### config.mk
export PLATFORM = sky130hd
export DESIGN_NAME = mem_port_arbiter
export DESIGN_NICKNAME = d
export VERILOG_FILES = /design/src/rtl/mem_port_arbiter_pkg.sv /design/src/rtl/mem_arb_pick.sv /design/src/rtl/mem_port_arbiter.sv
export SDC_FILE = /design/constraint.sdc
export NUM_CORES = 1
export LEC_CHECK = 0
export ABC_AREA = 1
export CAP_MARGIN = 15
export CORE_AREA = 10 10 97 99
export DETAILED_ROUTE_END_ITERATION = 10
export DIE_AREA = 0 0 107 109
export PLACE_DENSITY_LB_ADDON = 0.12
export RECOVER_POWER = 25
export SYNTH_ARGS = -nofsm -noshare
export SYNTH_HDL_FRONTEND = slang
export SYNTH_SLANG_ARGS = --single-unit
### constraint.sdc
create_clock -name clk -period 1.9 [get_ports clk]
set_input_delay 0.38 -clock clk [delete_from_list [all_inputs] [get_ports clk]]
set_output_delay 0.38 -clock clk [all_outputs]
set_load 0.005 [all_outputs]
### src/rtl/mem_port_arbiter_pkg.sv
// Shared types for the unified memory port arbiter.
//   arb_state_t : FSM encodings ARB_IDLE / ARB_BUSY
//   arb_own_t   : transaction owner codes ARB_OWN_I / ARB_OWN_D
package mem_port_arbiter_pkg;

  typedef enum logic {
    ARB_IDLE = 1'b0,
    ARB_BUSY = 1'b1
  } arb_state_t;

  typedef enum logic {
    ARB_OWN_I = 1'b0,
    ARB_OWN_D = 1'b1
  } arb_own_t;

endpackage

### src/rtl/mem_arb_pick.sv
// Combinational winner select between fetch (I) and load/store (D) requests.
// Configuration macro: MEM_ARB_RR_EN
//   undefined : fixed priority, D beats I on a tie
//   defined   : round-robin, the side not granted last wins a tie
// Ports:
//   i_req, d_req : pending requests
//   last         : owner of the most recent grant (round-robin build only)
//   sel_i, sel_d : one-hot winner, both 0 when nobody requests
module mem_arb_pick
  import mem_port_arbiter_pkg::*;
(
`ifdef MEM_ARB_RR_EN
  input  arb_own_t last,
`endif
  input  logic     i_req,
  input  logic     d_req,
  output logic     sel_i,
  output logic     sel_d
);

  always_comb begin
    sel_i = 1'b0;
    sel_d = 1'b0;
    if (i_req && d_req) begin
`ifdef MEM_ARB_RR_EN
      sel_i = (last == ARB_OWN_D);
      sel_d = (last == ARB_OWN_I);
`else
      sel_d = 1'b1;
`endif
    end else begin
      sel_i = i_req;
      sel_d = d_req;
    end
  end

endmodule

### src/rtl/mem_port_arbiter.sv
// Shares one single-port synchronous memory between instruction fetch (I)
// and load/store (D). One transaction in flight; read data returns MEM_LAT
// cycles after issue and is passed straight through to the owner.
// Configuration macro: MEM_ARB_RR_EN (round-robin tie-break, see mem_arb_pick).
// Ports:
//   clk, rst                       : clock, synchronous active-high reset
//   i_req/i_addr -> i_gnt          : fetch request and accept pulse
//   i_rvalid/i_rdata               : fetch response
//   d_req/d_we/d_addr/d_wdata      : load/store request, d_gnt accept pulse
//   d_rvalid/d_rdata               : load data / store completion
//   mem_en/mem_we/mem_addr/mem_wdata/mem_rdata : memory side
//   busy                           : transaction in flight
module mem_port_arbiter
  import mem_port_arbiter_pkg::*;
#(
  parameter int unsigned AW      = 32,
  parameter int unsigned DW      = 32,
  parameter int unsigned MEM_LAT = 2
) (
  input  logic          clk,
  input  logic          rst,
  input  logic          i_req,
  input  logic [AW-1:0] i_addr,
  output logic          i_gnt,
  output logic          i_rvalid,
  output logic [DW-1:0] i_rdata,
  input  logic          d_req,
  input  logic          d_we,
  input  logic [AW-1:0] d_addr,
  input  logic [DW-1:0] d_wdata,
  output logic          d_gnt,
  output logic          d_rvalid,
  output logic [DW-1:0] d_rdata,
  output logic          mem_en,
  output logic          mem_we,
  output logic [AW-1:0] mem_addr,
  output logic [DW-1:0] mem_wdata,
  input  logic [DW-1:0] mem_rdata,
  output logic          busy
);

  localparam int unsigned CW = $clog2(MEM_LAT + 1);

  arb_state_t    state, state_nxt;
  arb_own_t      owner, owner_nxt;
  logic [CW-1:0] cnt, cnt_nxt;
  logic          sel_i, sel_d;
  logic          resp, can_grant;

  // Winner select; the current owner doubles as the last-grant record.
  mem_arb_pick u_pick (
`ifdef MEM_ARB_RR_EN
    .last  (owner),
`endif
    .i_req (i_req),
    .d_req (d_req),
    .sel_i (sel_i),
    .sel_d (sel_d)
  );

  // State, owner and latency counter.
  always_ff @(posedge clk) begin
    if (rst) begin
      state <= ARB_IDLE;
      owner <= ARB_OWN_D;
      cnt   <= '0;
    end else begin
      state <= state_nxt;
      owner <= owner_nxt;
      cnt   <= cnt_nxt;
    end
  end

  // The response cycle (cnt==1) is also a grant slot, giving back-to-back issue.
  assign resp      = (state == ARB_BUSY) && (cnt == CW'(1));
  assign can_grant = (state == ARB_IDLE) || resp;
  assign busy      = (state == ARB_BUSY);
  assign i_rdata   = mem_rdata;
  assign d_rdata   = mem_rdata;

  // Next state, grants, response pulses and memory drive.
  always_comb begin
    state_nxt = state;
    owner_nxt = owner;
    cnt_nxt   = cnt;
    i_gnt     = 1'b0;
    d_gnt     = 1'b0;
    i_rvalid  = 1'b0;
    d_rvalid  = 1'b0;
    mem_en    = 1'b0;
    mem_we    = 1'b0;
    mem_addr  = '0;
    mem_wdata = '0;

    if (resp) begin
      i_rvalid = (owner == ARB_OWN_I);
      d_rvalid = (owner == ARB_OWN_D);
    end

    if (state == ARB_BUSY) begin
      cnt_nxt = cnt - CW'(1);
      if (resp) state_nxt = ARB_IDLE;
    end

    if (can_grant && sel_d) begin
      d_gnt     = 1'b1;
      mem_en    = 1'b1;
      mem_we    = d_we;
      mem_addr  = d_addr;
      mem_wdata = d_wdata;
      owner_nxt = ARB_OWN_D;
      cnt_nxt   = CW'(MEM_LAT);
      state_nxt = ARB_BUSY;
    end else if (can_grant && sel_i) begin
      i_gnt     = 1'b1;
      mem_en    = 1'b1;
      mem_addr  = i_addr;
      owner_nxt = ARB_OWN_I;
      cnt_nxt   = CW'(MEM_LAT);
      state_nxt = ARB_BUSY;
    end
  end

endmodule

* Yosys cells after proc, flatten, opt, wreduce, memory -nomap -nowiden
Cells that the tools add are included.
** Operators by class
- Bitwise logic cells :: 2
- Multiplexer cells :: 19
- Reductions and logical operators :: 8
- Add/sub/neg operators :: 1
- Equal/unequal tests :: 1
** Operator list (count)
- $mux 32 :: 3
- $mux 1 :: 13
- $mux 2 :: 3
- $logic_and 1x1->1 :: 4
- $reduce_bool 3->1 :: 1
- $reduce_or 3->1 :: 1
- $eq 2x1->1 const B :: 1
- $not 1->1 :: 2
- $reduce_or 2->1 :: 1
- $sub 2x1->2 const B :: 1
- $logic_or 1x1->1 :: 1
** Storage, ports and cells
- Output and inout port bits :: 135
- Word-level logic and storage cells :: 35
- Bits in registers :: 4
- Input bits :: 133

* Logic depth before layout (Yosys ltp)
- Depth in word-level cells :: 6
- Gate-level depth with buffers :: 9
- Mapped depth without buffers :: 8

* By module
Synthesis repeated with hierarchy kept, for this count alone.
** Unflattened totals
- Cell total of the unflattened synthesis :: 278
- Area, all modules :: 1493.9 sq um
** By module, submodules not included
- mem_port_arbiter :: times used 1, seq. area each 80.1 sq um, cells an instance 275, area an instance 1482.7 sq um
- mem_arb_pick :: times used 1, seq. area each 0.0 sq um, cells an instance 3, area an instance 11.3 sq um

* Least setup slack after synthesis
No wires, ideal clock.
- Kind :: reg-to-output
- From :: register cnt[1]
- To :: output mem_addr[22]
- Slack :: 0.446 ns
- Stages on the path, launching flop included :: 10
- Buffers on the path :: 1
- Data arrival time :: 1.074 ns
- Data required time :: 1.520 ns
- Path through :: dfxtp_1 -> inv_1 -> ha_1 -> inv_1 -> nand2_4 -> nand2_4 -> inv_2 -> buf_6 -> nand2_1 -> nand2_1
** Between the ends
- Cells in the longest elaborated chain, start to end :: 6
- Elaborated cells on any way between the ends :: 7
- Those cells by class :: eq/ne: 1; mux: 2; reduce/logical: 4
** RTL lines
- from (decl) :: RTL line mem_port_arbiter.sv:46 : logic [CW-1:0] cnt, cnt_nxt;
- from (signal assigned) :: RTL line mem_port_arbiter.sv:70 : cnt <= cnt_nxt;
- $eq 2x1->1 (*) :: RTL line mem_port_arbiter.sv:75 : assign resp = (state == ARB_BUSY) && (cnt == CW'(1));
- $logic_and 1x1->1 (*) :: RTL line mem_port_arbiter.sv:75
- $logic_or 1x1->1 (*) :: RTL line mem_port_arbiter.sv:76 : assign can_grant = (state == ARB_IDLE) || resp;
- $logic_and 1x1->1 :: RTL line mem_port_arbiter.sv:114 : end else if (can_grant && sel_i) begin
- $mux 32 :: RTL line mem_port_arbiter.sv:114
- $mux 32 (*) :: RTL line mem_port_arbiter.sv:105 : if (can_grant && sel_d) begin
- to (decl) :: RTL line mem_port_arbiter.sv:36 : output logic [AW-1:0] mem_addr,
Every way passes the cells marked *; elsewhere a longest branch is shown, timed or not.

* Worst setup path after layout
- From :: register cnt[1]
- To :: output mem_addr[30]
Same word-level chain as after synthesis.

==> impl_metrics.toml <==
[die]
ios = 268
die_y_um = 109
die_w_um = 107
core_area_um2 = 7530
dieArea_um2 = 11700
start_util_pct = 19.1
rows = 32

[hold_path]
holdPathEnd = "owner"
hold_start = "owner"
hp-class = "flip-flop to flip-flop"
hold_path_depth = 2

[drt]
num_vias = 1989
drtAntennaViolNets = 0
drtIter0Drc = 55
drc = 0
wl_per_cell_um = 16.2
postRouteWirelength_mm = 8.33
vias_per_cell = 3.87
firstDrtPassIters = 4

[sta]
grt_setup_unrepaired = "yes"
period_minus_slack_ns = 1.96
drv_slew = 0
setup_ws_ns = -0.0637
period_share_pct = 103
fin_skew_ns = 0.00163
tightestPinTransition_ns = 0.179
clock.fmax_ghz = 0.509
max_slew_margin_pct = 88.0
fin_tns_setup_ns = -0.340
setup-violations-final = 6
finalHoldViolCount = 0
whs_ns = 0.469

[clocking]
clock_latency_ns = 0.21
h-tree-depth = 1
clockRootBuffer = "clkbuf_8"
postCtsHoldBufs = 0
cts_buffers = 3
clockBufferDepth = 2
cts_tree = "built"
clock_sink_count = 4
clk_pin_slew_ns = 0.03

[power]
ir_worst_vdd_uv = 204
p_leak_uw = 0.00170
powerDensity_nw_per_um2 = 317
total_power_uw = 962

[critical_path]
critPathLaunchType = "flip-flop"
rr_endpoint = "owner"
ff2ff_setup_slack_ns = 0.57
cp_max_fo = 7
rr_worst_depth = 10
cp-end-kind = "primary output"
crit_required_ns = 1.52
crit_type = "flip-flop to primary output"
reg2reg_from = "cnt[1]"
arrival_ns = 1.58

[yosys]
yosys_warnings = 0
synthesis.area_um2 = 1440
synth.yosys.seq_area_share_pct = 5.57
synth.avg_cell_area_um2 = 5.29
synth_nets = 406
ys_ff_latch = 4
ys_types = 17
syn_inst = 272

[placed_design]
gp_congestion = 0.733
dp_hpwl_mm = 6.63
numPortBuffers = 171
place_ws_ns = -0.477

[layout]
drive_gt1_share_pct = 34.2
num-fill-cells = 841
fin_nets = 548
num_antenna_cells = 0
syn_to_final_growth_pct = 111

[grt]
gr-total-overflow = 0
grt_pass1_wl_mm = 11.7
grt.total_usage_pct = 12.9
grt_max_degree = 19
grt_pass1_vias = 2053
antenna_found_initial = 0

[status]
status = "finished, violations left"
violations = "negative setup slack"

[run]
drv_cap = 0
through the flow:
stage | utilization (%) | std cells | instance area (um2)
5_1_grt | 40.3 | 514 | 3040
3_3_place_gp | 38.0 | 483 | 2860
6_report | 40.3 | 514 | 3040
3_5_place_dp | 38.0 | 483 | 2860
4_1_cts | 40.6 | 508 | 3050
2_1_floorplan | - | 272 | 1440
worst max-delay path, stage by stage, from the launching register on:
cell	delay [ns]
dfxtp_2	0.31
inv_2	0.04
ha_4	0.16
inv_4	0.07
nand2_8	0.07
nand2_8	0.09
inv_6	0.04
buf_12	0.12
buf_8	0.12
buf_6	0.12
nand2_1	0.05
nand2_1	0.05
buf_2	0.12
placed cells by master, fill, tap and decap left out, drive strengths merged:
cell           netlist  routed
a21oi                3       3
a31oi                1       1
and3                 1       1
buf                 76      81
bufbuf               0       1
clkbuf               0      32
clkdlybuf4s50        0     100
dfxtp                4       4
dlygate4sd2          0       1
dlymetal6s2s         0       1
ha                   1       1
inv                 42      42
nand2               75      75
nand3               32      32
nor2                35      35
nor3                 1       1
or2                  1       1
registers in the layout, summed over array words and instances, names as in the netlist:
signal / flops
busy: 1
cnt: 2
owner: 1
report_power, final:
group	internal [uW]	switching, uW
Combinational	422	269
Sequential	92.1	5.58
Clock	135	39.3
Total	649	314
kinds of logic (layout without fill, tap and decap cells):
family          Yosys count  after routing  share of synthesized area (%)
compound gates            4              4                           1.48
buf+inv                 118            258                           49.8
fa+ha+maj                 1              1                          0.869
flops                     4              4                           5.57
simple gates            145            145                           42.3
area by class of cell:
class	count	area (um2)	area share (%)
inverter	42	165	5.44
timing repair buffer	213	1880	62.0
sequential	4	83.8	2.76
clock buffer	3	41.3	1.36
multi-input combinational	150	737	24.3
tap	102	128	4.20
cell usage after synthesis:
library cell,number,share of area (%)
or2_2,1,0.44
dfxtp_1,4,5.6
inv_1,41,11
nand2_1,73,19
nand2_4,2,1.6
nor2_1,34,8.9
nand3_1,32,11
buf_4,64,33
a31oi_1,1,0.44
ha_1,1,0.87
buf_6,3,2.3
nor2_2,1,0.44
and3_1,1,0.44
nor3_1,1,0.35
a21oi_1,3,1.0
buf_2,9,3.1
inv_2,1,0.26
layer usage:
layer  vias to the layer above  GRT usage, %  part of all wire (%)
met1                       820          13.4                    38
li1                       1022             -                     -
met4                         0          5.42                   3.0
met3                        26          6.55                    12
met5                         -             0                     0
met2                       121          21.6                    47
worst max path at each step:
stage / start / endpoint / slack (ns)
6_report: cnt[1] / mem_addr[30] / -0.06
5_1_grt: cnt[1] / mem_addr[31] / -0.13
4_1_cts: cnt[0] / mem_en / -0.21
3_5_place_dp: d_req / mem_addr[29] / -0.48
3_3_place_gp: d_req / mem_wdata[26] / -0.46
2_1_floorplan: cnt[1] / mem_addr[22] / 0.45
repair_timing:
action	4_1_cts	5_1_grt
pin swaps	6	3
buffers inserted	18	8
gates cloned	4	0
resized for setup	206	98
endpoints found under the setup margin	69	64
Note: power is estimated with default switching activity, not from simulation.
==> RTL change (same settings) <==
The parameter `DW` goes from 32 to 40.
--- a/src/rtl/mem_port_arbiter.sv
+++ b/src/rtl/mem_port_arbiter.sv
@@ -14,7 +14,7 @@
   import mem_port_arbiter_pkg::*;
 #(
   parameter int unsigned AW      = 32,
-  parameter int unsigned DW      = 32,
+  parameter int unsigned DW      = 40,
   parameter int unsigned MEM_LAT = 2
 ) (
   input  logic          clk,
Interface: changed (5 resized); port bits go from 268 to 308. The function was not compared with the original's and may differ.
==> RTL change against the unedited design <==
- power rose by 7.3%
- synthesized cell count rose by 12%
- fmax rose by 4.9%
- core utilization rose by 3.5 points
- sequential cell count did not move
- synthesized area rose by 13%
- critical path type unchanged
- routed wire length rose by 7.9%
- setup slack improved by 92 ps
- design area rose by 8.7%
==> RTL change: results (changes against the unedited design) <==
The global-route met3 utilization is 6.31% (was 6.55%). The switching share of power is 33.7% (was 32.6%). The share of synthesized area occupied by flip-flops and latches is 4.95% (was 5.57%). The clock network area share is 1.25% (was 1.36%). The layout buffering overhead excluding clock cells came out at 61.6% (was 62.0%). The worst reg-to-reg setup slack came out at 590 ps (was 570 ps). The number of buffers added for setup after CTS came out at 8 (was 18). Outcome: complete, no violations (was finished, violations left). The placement-stage worst setup slack is -506 ps (was -477 ps). The via count of the first global-routing pass is 2184 (was 2053). The post-layout net count came to 585 (was 548). The met1 demand-to-capacity share in global routing came out at 13.0% (was 13.4%). The standby leakage power is 1.80 nW (was 1.70 nW). The detailed route wirelength on metal2 came to 4670 um (was 3930 um). The final hold slack came out at 490 ps (was 469 ps).

The count of final setup violators is 0 (was 6). The count of routing violations after the opening detailed-route iteration was 56 (was 55). The synthesized net count is 455 (was 406). The number of I/O port buffers is 187 (was 171). The maximum number of pins on one net before global-route repair is 21 (was 19). The number of detailed-routing iterations run before antenna repair came out at 6 (was 4).

The global-route wire length before repair came out at 12400 um (was 11700 um). The reported clock group power is 186 uW (was 174 uW). The half-perimeter wire length of the detailed placement result is 7180 um (was 6630 um).

The last weighted congestion value of the routability-driven placer came out at 0.734 (was 0.733). The detailed-routing wirelength on met1 came out at 3120 um (was 3190 um). The endpoint of the most critical setup path is mem_addr[16] (was mem_addr[30]). The clock tree skew after final layout is 2.07 ps (was 1.63 ps).
==> RTL change: cell count changes in the layout (fill, tap and decap cells not counted), moves of 4 or more <==
cell / delta
sky130_fd_sc_hd__clkdlybuf4s15_2: +12
sky130_fd_sc_hd__nand2_2: +8
sky130_fd_sc_hd__clkdlybuf4s50_1: +8
sky130_fd_sc_hd__clkdlybuf4s15_1: +4
sky130_fd_sc_hd__clkbuf_2: -25
sky130_fd_sc_hd__nor2_2: +4
sky130_fd_sc_hd__nand2_1: -10
sky130_fd_sc_hd__buf_4: -11
sky130_fd_sc_hd__nor2_1: +4
sky130_fd_sc_hd__inv_1: +8
sky130_fd_sc_hd__buf_2: +13
sky130_fd_sc_hd__dlygate4sd2_1: +4
==> RTL change: stage by stage <==
stage	instance area, um2	std cells
2_1_floorplan	1620	305
4_1_cts	3200	534
3_5_place_dp	3110	519
6_report	3300	535
3_3_place_gp	3110	519
5_1_grt	3300	535
